===== src/rtl/iob_cpu_bus_arbiter_if.sv =====
`default_nettype none
// ============================================================================
// Module : iob_cpu_bus_arbiter_if
// Brief  : IOb native bus bundle: packed request {valid,addr,wdata,wstrb} and
//          packed response {rdata,ready}.
// Rev    : 1.0  initial release
// ============================================================================
interface iob_cpu_bus_arbiter_if #(
    parameter int ADDR_W = 32,
    parameter int DATA_W = 32
);
    localparam int REQ_W  = 1 + ADDR_W + DATA_W + DATA_W / 8;
    localparam int RESP_W = DATA_W + 1;

    logic [REQ_W-1:0]  req;
    logic [RESP_W-1:0] resp;

    // master issues requests, slave answers them
    modport master (output req, input  resp);
    modport slave  (input  req, output resp);
endinterface
`default_nettype wire


===== src/rtl/iob_cpu_bus_arbiter.sv =====
`default_nettype none
// ============================================================================
// Module : iob_cpu_bus_arbiter
// Brief  : Round-robin arbiter merging the CPU instruction and data buses onto
//          one IOb slave port, one captured transaction outstanding at a time.
// Rev    : 1.0  initial release
// ============================================================================
module iob_cpu_bus_arbiter #(
    parameter int ADDR_W = 32,
    parameter int DATA_W = 32
) (
    input  wire                   clk,
    input  wire                   rst,
    iob_cpu_bus_arbiter_if.slave  ibus,
    iob_cpu_bus_arbiter_if.slave  dbus,
    iob_cpu_bus_arbiter_if.master mem,
    output logic                  busy,
    output logic                  grant
);
    localparam int C_STRB_W = DATA_W / 8;
    localparam int C_REQ_W  = 1 + ADDR_W + DATA_W + C_STRB_W;
    localparam int C_RESP_W = DATA_W + 1;

    typedef enum logic [0:0] {
        ST_IDLE = 1'b0,
        ST_BUSY = 1'b1
    } state_t;

    state_t              state_q,  state_d;
    logic                grant_q,  grant_d;
    logic                last_q,   last_d;
    logic                valid_q,  valid_d;
    logic [ADDR_W-1:0]   addr_q,   addr_d;
    logic [DATA_W-1:0]   wdata_q,  wdata_d;
    logic [C_STRB_W-1:0] wstrb_q,  wstrb_d;

    logic                w_ibus_valid;
    logic                w_dbus_valid;
    logic                w_sel;
    logic [C_REQ_W-1:0]  w_sel_req;
    logic                w_fire;

    assign w_ibus_valid = ibus.req[C_REQ_W-1];
    assign w_dbus_valid = dbus.req[C_REQ_W-1];

    // On a tie the master that was not served last wins
    assign w_sel     = (w_ibus_valid & w_dbus_valid) ? ~last_q : w_dbus_valid;
    assign w_sel_req = w_sel ? dbus.req : ibus.req;

    always_comb begin
        state_d = state_q;
        grant_d = grant_q;
        last_d  = last_q;
        valid_d = valid_q;
        addr_d  = addr_q;
        wdata_d = wdata_q;
        wstrb_d = wstrb_q;
        case (state_q)
            ST_IDLE: begin
                if (w_ibus_valid | w_dbus_valid) begin
                    state_d = ST_BUSY;
                    grant_d = w_sel;
                    last_d  = w_sel;
                    valid_d = 1'b1;
                    addr_d  = w_sel_req[C_REQ_W-2 -: ADDR_W];
                    wdata_d = w_sel_req[C_STRB_W+DATA_W-1 -: DATA_W];
                    wstrb_d = w_sel_req[C_STRB_W-1:0];
                end
            end
            ST_BUSY: begin
                if (mem.resp[0]) begin
                    state_d = ST_IDLE;
                    valid_d = 1'b0;
                end
            end
            default: state_d = ST_IDLE;
        endcase
    end

    always_ff @(posedge clk or posedge rst) begin
        if (rst) begin
            state_q <= ST_IDLE;
            grant_q <= 1'b0;
            last_q  <= 1'b0;
            valid_q <= 1'b0;
            addr_q  <= '0;
            wdata_q <= '0;
            wstrb_q <= '0;
        end else begin
            state_q <= state_d;
            grant_q <= grant_d;
            last_q  <= last_d;
            valid_q <= valid_d;
            addr_q  <= addr_d;
            wdata_q <= wdata_d;
            wstrb_q <= wstrb_d;
        end
    end

    // Slave ready only counts while a transaction is outstanding
    assign w_fire = (state_q == ST_BUSY) & mem.resp[0];

    assign mem.req   = (state_q == ST_BUSY) ? {valid_q, addr_q, wdata_q, wstrb_q} : '0;
    assign ibus.resp = (w_fire & ~grant_q) ? {mem.resp[C_RESP_W-1:1], 1'b1} : '0;
    assign dbus.resp = (w_fire &  grant_q) ? {mem.resp[C_RESP_W-1:1], 1'b1} : '0;
    assign busy      = (state_q == ST_BUSY);
    assign grant     = grant_q;

endmodule
`default_nettype wire


===== src/flat_wrapper.sv =====
// flat-port wrapper written by rule: the top's interface ports become plain ports
module iob_cpu_bus_arbiter_flat 
#(
    parameter int ADDR_W = 32,
    parameter int DATA_W = 32
)
  (clk, rst, busy, grant, ibus_req, ibus_resp, dbus_req, dbus_resp, mem_req, mem_resp);
  iob_cpu_bus_arbiter_if #(.ADDR_W(ADDR_W), .DATA_W(DATA_W)) ibus_i ();
  iob_cpu_bus_arbiter_if #(.ADDR_W(ADDR_W), .DATA_W(DATA_W)) dbus_i ();
  iob_cpu_bus_arbiter_if #(.ADDR_W(ADDR_W), .DATA_W(DATA_W)) mem_i ();
  input  wire clk;
  input  wire rst;
  output logic busy;
  output logic grant;
  input wire logic [$bits(ibus_i.req)-1:0] ibus_req;
  output wire logic [$bits(ibus_i.resp)-1:0] ibus_resp;
  input wire logic [$bits(dbus_i.req)-1:0] dbus_req;
  output wire logic [$bits(dbus_i.resp)-1:0] dbus_resp;
  output wire logic [$bits(mem_i.req)-1:0] mem_req;
  input wire logic [$bits(mem_i.resp)-1:0] mem_resp;
  assign ibus_i.req = ibus_req;
  assign ibus_resp = ibus_i.resp;
  assign dbus_i.req = dbus_req;
  assign dbus_resp = dbus_i.resp;
  assign mem_req = mem_i.req;
  assign mem_i.resp = mem_resp;
  iob_cpu_bus_arbiter #(.ADDR_W(ADDR_W), .DATA_W(DATA_W)) u_core (.clk(clk), .rst(rst), .ibus(ibus_i), .dbus(dbus_i), .mem(mem_i), .busy(busy), .grant(grant));
endmodule

===== config.mk =====
export PLATFORM = sky130hd
export DESIGN_NAME = iob_cpu_bus_arbiter_flat
export DESIGN_NICKNAME = d
export VERILOG_FILES = /design/src/rtl/iob_cpu_bus_arbiter_if.sv /design/src/rtl/iob_cpu_bus_arbiter.sv /design/src/flat_wrapper.sv
export SDC_FILE = /design/constraint.sdc
export NUM_CORES = 1
export LEC_CHECK = 0
export BUFFER_PORTS_ARGS = -buffer_cell sky130_fd_sc_hd__buf_4
export CAP_MARGIN = 30
export CELL_PAD_IN_SITES_DETAIL_PLACEMENT = 0
export CELL_PAD_IN_SITES_GLOBAL_PLACEMENT = 2
export CORE_ASPECT_RATIO = 0.5
export CORE_MARGIN = 2
export CORE_UTILIZATION = 19
export CTS_CLUSTER_DIAMETER = 30
export CTS_CLUSTER_SIZE = 10
export DETAILED_ROUTE_END_ITERATION = 7
export PLACE_DENSITY = 0.82
export SETUP_SLACK_MARGIN = 0.02
export SYNTH_ARGS = -nofsm -noshare
export SYNTH_HDL_FRONTEND = slang
export SYNTH_SLANG_ARGS = --single-unit

===== constraint.sdc =====
create_clock -name clk -period 2.2 [get_ports clk]
set_clock_uncertainty 0.2 [all_clocks]
set_input_delay 0.44 -clock clk [delete_from_list [all_inputs] [get_ports clk]]
set_output_delay 0.44 -clock clk [all_outputs]
set_load 0.05 [all_outputs]

==> metrics, run 1 <==
Synth warnings 0; fin cells 1130; Gate power share 53.2%; final instance area 7740 um^2; max_slew headroom 62.8%; Max Slew Vio Count 0; Hold Path Class in2reg; total global routing overflow 0; maximum clock path buffer count 2; FP Rows 38; DRC Markers 0; die span in y 111 um; placer congestion estimate 0.789; maximum VDD drop 349 uV; Finish-stage setup viols 0; internal cell power 0.00391 W; worst-path fanout max 33; top cells by area, synth dfrtp_1 (41%), and2_1 (19%), nand2_1 (10%), a31oi_1 (7.2%), nor2_1 (6.0%); Mapped Cells 532; Initial Util 19.6%; Startpoint Class register; first-pass GRT wire length 25.7 mm; Synth area leader dfrtp_1; placed cells 1111; fin nets 998; pin count of the biggest net entering global routing 60; clk sinks 71; routed length per instance 15.4 um; Leak 3.64 nW; Crit path required time 1.56 ns; post-route setup TNS 0 ns; Die Area 24100 um^2; PortBufs 309; FMAX 0.466 GHz; WL final 17.4 mm; CTS Buf Count 9; Top Ports 310; CTS tree yes; vias in the first global route 4532; Crit path largest cell delay 0.46 ns; crit share post-route 97.6%; area grow syn2layout 78.9%; Period minus WS final 2.15 ns; Syn Area/Cell 8.13 um^2; leading cell type in the layout, fill and taps excluded buf_4; sequential share of power 25.4%; Power Density 908 nW/um^2; Starting DRT DRC Count 171; DP Wirelength 13.2 mm; Post-Syn Area 4320 um^2; clock power share 21.3%; Worst-path clk slew 0.06 ns; initial antenna violation count 0; Die Wd 217 um; sequential area share after synthesis 41.1%; Final Hold Viols 0; switching share of power 44.3%; via/cell ratio 4.10; Skew-Pair Late Insertion Delay 0.33 ns; setup repair after global routing missed its margin yes; Post-Syn Nets 705; sw power 0.00311 W; Pwr Total 0.00703 W; placed cell area 7070 um^2; Synth top area share 41.1%; ratio of cells with drive above 1 in the final layout 54.0%; clk root buf clkbuf_16; most frequent cells in the layout buf_4 (251), nand2_1 (117), and2_1 (72), dfrtp_1 (69), nor2_1 (68); CP Capture Type primary output; final antenna-violating net count 0; Core Area 22000 um^2; gr usage total 13.8%; CP Cell Sequence and3_4, buf_12, and2_2, buf_8; TritonRoute pass-1 iters 4; CP arrival 1.51 ns; vias 4633; Yosys cell types 21; WS Path Type reg2out; Worst Max-Slew Pin Slew 0.557 ns; max-cap violations 0; #FFs+latches synth 71; slowest cell on the critical path dfrtp_2; CTS H-tree depth 3; run status finished clean; antenna fix cells 0
==> synthesized netlist by cell type <==
library cell	n
dfrtp_1	71
and3_1	1
clkbuf_1	11
buf_2	22
o21a_1	1
buf_4	7
a31oi_2	19
buf_6	1
a31oi_1	50
o31a_1	1
a21boi_4	1
o21ba_2	1
nor2_1	69
nand2_2	19
and2_1	133
buf_8	1
a21bo_1	1
buf_12	2
a21oi_1	1
inv_1	2
nand2_1	118
==> final timing paths <==
kind                       slack, ns                 end  cells past startpoint         startpoint
hold / removal                  0.16   u_core.addr_q[11]                      3       ibus_req[47]
hold reg to reg                 0.34   u_core.addr_q[27]                      2  u_core.addr_q[27]
setup / recovery                0.05        dbus_resp[9]                      4        u_core.busy
setup reg to reg                0.44  u_core.wdata_q[24]                      5        u_core.busy
max in group asynchronous       0.72  u_core.wdata_q[25]                      4                rst
min in group asynchronous       0.54    u_core.addr_q[7]                      3                rst
==> routing by layer <==
| metal | global-route usage (%) | vias to the layer above | part of all wire [%] |
|---|---|---|---|
| met2 | 27.3 | 118 | 56 |
| met4 | 4.11 | 0 | 1.6 |
| li1 | - | 2291 | - |
| met5 | 0 | - | 0 |
| met1 | 15.1 | 2208 | 38 |
| met3 | 1.78 | 16 | 3.9 |
==> sequential cells by signal, indices dropped and copies added (netlist names) <==
name and count:
u_core.addr_q 32, u_core.busy 1, u_core.grant 1, u_core.valid_q 1, u_core.wdata_q 32, u_core.wstrb_q 4
==> kinds of logic after synthesis <==
logic type      after synthesis  share of synthesized area [%]
compound gates               75                           14.1
buf+inv                      46                           6.42
flops                        71                           41.1
simple gates                340                           38.4
==> timing repair <==
action	in CTS	in global routing
hold buffers	1	0
endpoints found under the hold margin	19	0
endpoints found under the setup margin	67	78
buffers inserted	1	1
gates resized for setup	57	39
pin swaps	0	0
cloned	0	0
==> cell type report <==
type / count / area [um^2]
flip-flops and latches: 71 / 1780
fillers: 2275 / 14300
repair buffers: 326 / 2880
multi-input cells: 415 / 2390
clock inverters: 5 / 57.6
inverters: 2 / 11.3
clock buffers: 11 / 243
well taps: 300 / 375
==> through the flow <==
step	hold WS [ns]	setup slack, ns	utilization (%)
6_report	0.158	0.0532	35.1
5_1_grt	0.153	-0.0234	35.1
4_1_cts	0.141	0.0161	34.5
3_5_place_dp	0.331	0.189	32.1
3_3_place_gp	0.323	0.196	32.1
2_1_floorplan	0.256	-0.0336	-
==> power by group through the flow <==
stage | registers (W) | logic [W] | clock network [W]
3_3_place_gp | 0.00180 | 0.00363 | 0
4_1_cts | 0.00179 | 0.00372 | 0.00155
6_report | 0.00179 | 0.00374 | 0.00150
5_1_grt | 0.00183 | 0.00395 | 0.00160
2_1_floorplan | 0.00180 | 0.00248 | 0
3_5_place_dp | 0.00181 | 0.00364 | 0
==> worst max-delay path, delay by kind of cell (launching register included) <==
kind | cells | cell delay [ns]
and+or+nand+nor | 2 | 0.41
buffers and inverters | 2 | 0.30
DFF | 1 | 0.46
(Power assumes the default switching activity.)
==> run 2: changes to the inputs <==
- BUFFER_PORTS_ARGS: -buffer_cell sky130_fd_sc_hd__buf_4 -> -buffer_cell sky130_fd_sc_hd__buf_2
==> run 2 against run 1 <==
Clock power up 9%; maximum frequency down 0.45%; count of clock-buffer cells in the layout down 1; final area down 3.0%.
==> metrics, run 2 (synthesis results as in run 1) <==
maximum VDD drop 384 uV; placed cell area 6270 um^2; leading cell type in the layout, fill and taps excluded buf_2; setup repair after global routing missed its margin yes; maximum clock path buffer count 2; initial antenna violation count 2; Fill cells 2262; TritonRoute pass-1 iters 4; footprint of the multi-input gates 2400 um^2; Power Density 952 nW/um^2; Leak 3.55 nW; Worst Setup Slack, final 0.0435 ns; Die Wd 217 um; via/cell ratio 4.16; worst-path fanout max 33; Initial Util 19.6%; CTS H-tree depth 3; FMAX 0.464 GHz; register area 1780 um^2; Worst-path clk slew 0.06 ns; Starting DRT DRC Count 208; Regs by FF count u_core.addr_q (32), u_core.wdata_q (32), u_core.wstrb_q (4); Final Hold Viols 0; CTS Buf Count 9; clk root buf clkbuf_16; area grow syn2layout 73.6%; final instance area 7510 um^2; Hold Path Class in2reg; Worst Max-Slew Pin Slew 0.406 ns; Top Ports 310; WS Path Type reg2out; fin nets 998; Die Area 24100 um^2; DRC Markers 0; vias in the first global route 4616; WL final 17.3 mm; CTS tree yes; Util after Layout 34.1%; vias 4704; most frequent cells in the layout buf_2 (187), nand2_1 (117), and2_1 (73), dfrtp_1 (69), nor2_1 (68); gr usage total 13.4%; max_slew headroom 72.9%; Skew-Pair Late Insertion Delay 0.33 ns; final antenna-violating net count 0; run status finished clean; Setup WS pre-CTS 0.184 ns; Finish-stage setup viols 0; Startpoint Class register; max-cap violations 0; first-pass GRT wire length 25.3 mm; Core Area 22000 um^2; ratio of cells with drive above 1 in the final layout 54.0%; Max Slew Vio Count 0; CP arrival 1.52 ns; FP Rows 38; DP Wirelength 12.2 mm; Period minus WS final 2.16 ns; placer congestion estimate 0.789; total global routing overflow 0; routed length per instance 15.3 um; PortBufs 309; die span in y 111 um; clk sinks 71; Crit path required time 1.56 ns; crit share post-route 98.0%; pin count of the biggest net entering global routing 71; CP Capture Type primary output
-- run 2: cell count changes in the layout (fill, tap and decap cells not counted), moves of 10 or more --
cell	before	now
clkbuf_4	0	12
and2_4	20	30
buf_2	0	187
buf_6	47	33
and2_2	41	30
buf_4	251	35
buf_8	17	48
-- run 2: through the flow --
step	cells	TNS (ns)	hold slack [ns]	power, W
floorplan	532	-0.0336	0.256	0.00427
global placement	1109	0	0.122	0.00506
CTS	1127	0	0.141	0.00691
global route	1131	-0.00796	0.146	0.00753
finish	1131	0	0.150	0.00715
detailed placement	1109	0	0.121	0.00508
-- run 2: final timing paths --
check	startpoint	end	slack (ns)	depth (start not counted)
worst max-delay path	u_core.busy	dbus_resp[26]	0.04	4
worst min-delay path	ibus_req[32]	u_core.wdata_q[28]	0.15	3
worst max register to register	u_core.busy	u_core.addr_q[29]	0.30	6
worst min register to register	u_core.valid_q	u_core.valid_q	0.30	1
max in group asynchronous	rst	u_core.grant	0.88	4
min in group asynchronous	rst	u_core.addr_q[9]	0.33	3
-- run 2: area by class of cell --
class                           count  area share [%]
Clock inverter                      6            1.23
Inverter                            2           0.150
Antenna cell                        1          0.0333
Clock buffer                       10            3.18
Multi-Input combinational cell    415            32.0
Sequential cell                    71            23.7
Timing Repair Buffer              326            34.7
Tap cell                          300            5.00
-- run 2: worst max-delay path: stages, from the launching register on --
cell	delay, ns
dfrtp_2	0.45
and3_4	0.20
buf_12	0.15
and2_2	0.22
buf_8	0.15
-- run 2: power by group --
| part | internal (W) | switching (W) |
|---|---|---|
| logic | 0.00134 | 0.00240 |
| clock network | 0.00103 | 0.000596 |
| registers | 0.00163 | 0.000150 |
-- run 2: routing by layer --
metal	up-vias	wire (um)	track usage, %
li1	2298	-	-
met1	2224	6680	14.3
met2	142	9370	26.1
met3	40	642	1.95
met4	0	607	5.43
met5	-	0	0
-- run 2: timing repair --
action | in CTS | in global routing
setup buffers | 1 | 1
gates resized for setup | 137 | 174
cloned | 0 | 2
setup endpoints to repair | 125 | 126
endpoints found under the hold margin | 1 | 0
hold buffers | 1 | 0
==> run 3: changes to the inputs <==
- CORE_MARGIN: 2 -> 4
- TNS_END_PERCENT: unset -> 100
==> run 3 against run 2 <==
Count of clock-buffer cells in the layout stayed put; the run now ends with negative setup slack left; final cell count hardly changed; wire length is 3.1% higher; die area is 5.5% higher; final area is 2.0% lower.
==> metrics, run 3 (synthesis results as in run 1) <==
Core Area 22000 um^2; DRC Markers 0; setup repair after global routing missed its margin yes; Top Ports 310; CTS H-tree depth 3; CP bufs+invs 3; final antenna-violating net count 0; Die Wd 221 um; CP arrival 1.57 ns; TritonRoute pass-1 iters 6; gr usage total 12.3%; Regs by FF count u_core.addr_q (32), u_core.wdata_q (32), u_core.wstrb_q (4); WS Path Type reg2out; max-cap violations 0; routed length per instance 15.8 um; Util after Layout 33.4%; Max Slew Vio Count 0; Worst Setup Slack, final -0.0110 ns; CTS tree yes; CTS Buf Count 9; maximum clock path buffer count 2; met1 GRT Util 13.1%; Final Hold Viols 0; Worst Max-Slew Pin Slew 0.379 ns; hold_ws 0.150 ns; worst-path fanout max 8; final instance area 7360 um^2; FMAX 0.452 GHz; register area 1780 um^2; met3 usage 2.00%; total global routing overflow 0; maximum VDD drop 342 uV; leading cell type in the layout, fill and taps excluded buf_2; Leak 3.54 nW; slowest cell on the critical path dfrtp_2; PortBufs 309; delay-heaviest family, CP buffers and inverters; Startpoint Class register; Period minus WS final 2.21 ns; vias 4701; post-route setup TNS -0.0119 ns; Skew-Pair Late Insertion Delay 0.33 ns; fin nets 1001; met2 usage 24.5%; antenna fix cells 0; CP Capture Type primary output; FP Rows 38; Finish-stage setup viols 2; Initial Util 19.6%; Starting DRT DRC Count 233; Fill cells 2305; placed cell area 6260 um^2; vias in the first global route 4709; most crowded layer after global routing met2; area grow syn2layout 70.1%; DP Wirelength 12.8 mm; crit share post-route 101%; max_slew headroom 74.8%; die span in y 115 um; clk sinks 71; pin count of the biggest net entering global routing 68; WL final 17.8 mm; initial antenna violation count 0; Crit path largest cell delay 0.44 ns; ratio of cells with drive above 1 in the final layout 54.4%; most frequent cells in the layout buf_2 (241), nand2_1 (117), and2_1 (70), dfrtp_1 (69), nor2_1 (68); failing checks negative setup slack; Pwr Total 0.00690 W; first-pass GRT wire length 25.2 mm; Hold Path Class in2reg; Crit path required time 1.56 ns; footprint of the multi-input gates 2440 um^2; CP Cell Sequence nand2_4, nor2_4, buf_12, clkbuf_16, and2_4, buf_8; Worst-path clk slew 0.06 ns; run status finished, violations left; clk root buf clkbuf_16; placer congestion estimate 0.820; Die Area 25400 um^2; Power Density 937 nW/um^2; via/cell ratio 4.15
run 3: cell types whose count changed in the layout (fill, tap and decap cells not counted), moves of 8 or more:
cell / previous run / this run
and2_2: 30 / 10
and2_4: 30 / 53
buf_2: 187 / 241
buf_4: 35 / 6
buf_6: 33 / 16
clkbuf_4: 12 / 4
run 3: tightest hold or removal path: cells and delay by family:
family | cells | cell delay [ns]
and+or+nand+nor | 1 | 0.05
AOI/OAI and AO/OA | 1 | 0.07
buffers and inverters | 1 | 0.09
run 3: per-layer routing:
layer / wire, um / part of all wire, % / vias to the layer above
met5: 0 / 0 / -
met4: 505 / 2.8 / 0
met3: 632 / 3.5 / 31
met2: 9990 / 56 / 134
met1: 6700 / 38 / 2234
li1: - / - / 2302
run 3: path summary, 6_finish.rpt:
| path | endpoint | slack [ns] | startpoint | depth (start not counted) |
|---|---|---|---|---|
| min | u_core.wdata_q[4] | 0.15 | ibus_req[8] | 3 |
| min in group asynchronous | u_core.wdata_q[21] | 0.40 | rst | 3 |
| max in group asynchronous | u_core.busy | 0.86 | rst | 4 |
| max | ibus_resp[26] | -0.01 | u_core.busy | 6 |
| max reg2reg | u_core.addr_q[19] | 0.41 | u_core.busy | 5 |
| min reg2reg | u_core.valid_q | 0.30 | u_core.valid_q | 1 |
run 3: layout make-up:
cell class                 instances  share of cell area (%)
timing repair buffer             329                    33.3
clock buffer                      10                    3.25
sequential                        71                    24.2
inverter                           2                   0.153
tap                              300                    5.10
multi-input combinational        415                    33.2
clock inverter                     5                   0.782
run 3: what timing repair did:
item,4_1_cts,5_1_grt
hold buffers,1,0
hold endpoints to repair,7,0
setup buffers,0,3
resized for setup,70,162
gates cloned,0,3
pin swaps,0,26
setup endpoints to repair,74,68
run 3: per-stage QoR:
stage / std cells / setup WS, ns
2_1_floorplan: 532 / -0.0336
3_3_place_gp: 1110 / 0.189
3_5_place_dp: 1110 / 0.190
4_1_cts: 1126 / 0.0149
5_1_grt: 1132 / -0.0514
6_report: 1132 / -0.0110
run 3: where the power goes:
group | total, W | internal (W) | switching (W)
combinational | 0.00363 | 0.00122 | 0.00241
sequential | 0.00179 | 0.00163 | 0.000158
clock | 0.00148 | 0.000905 | 0.000574
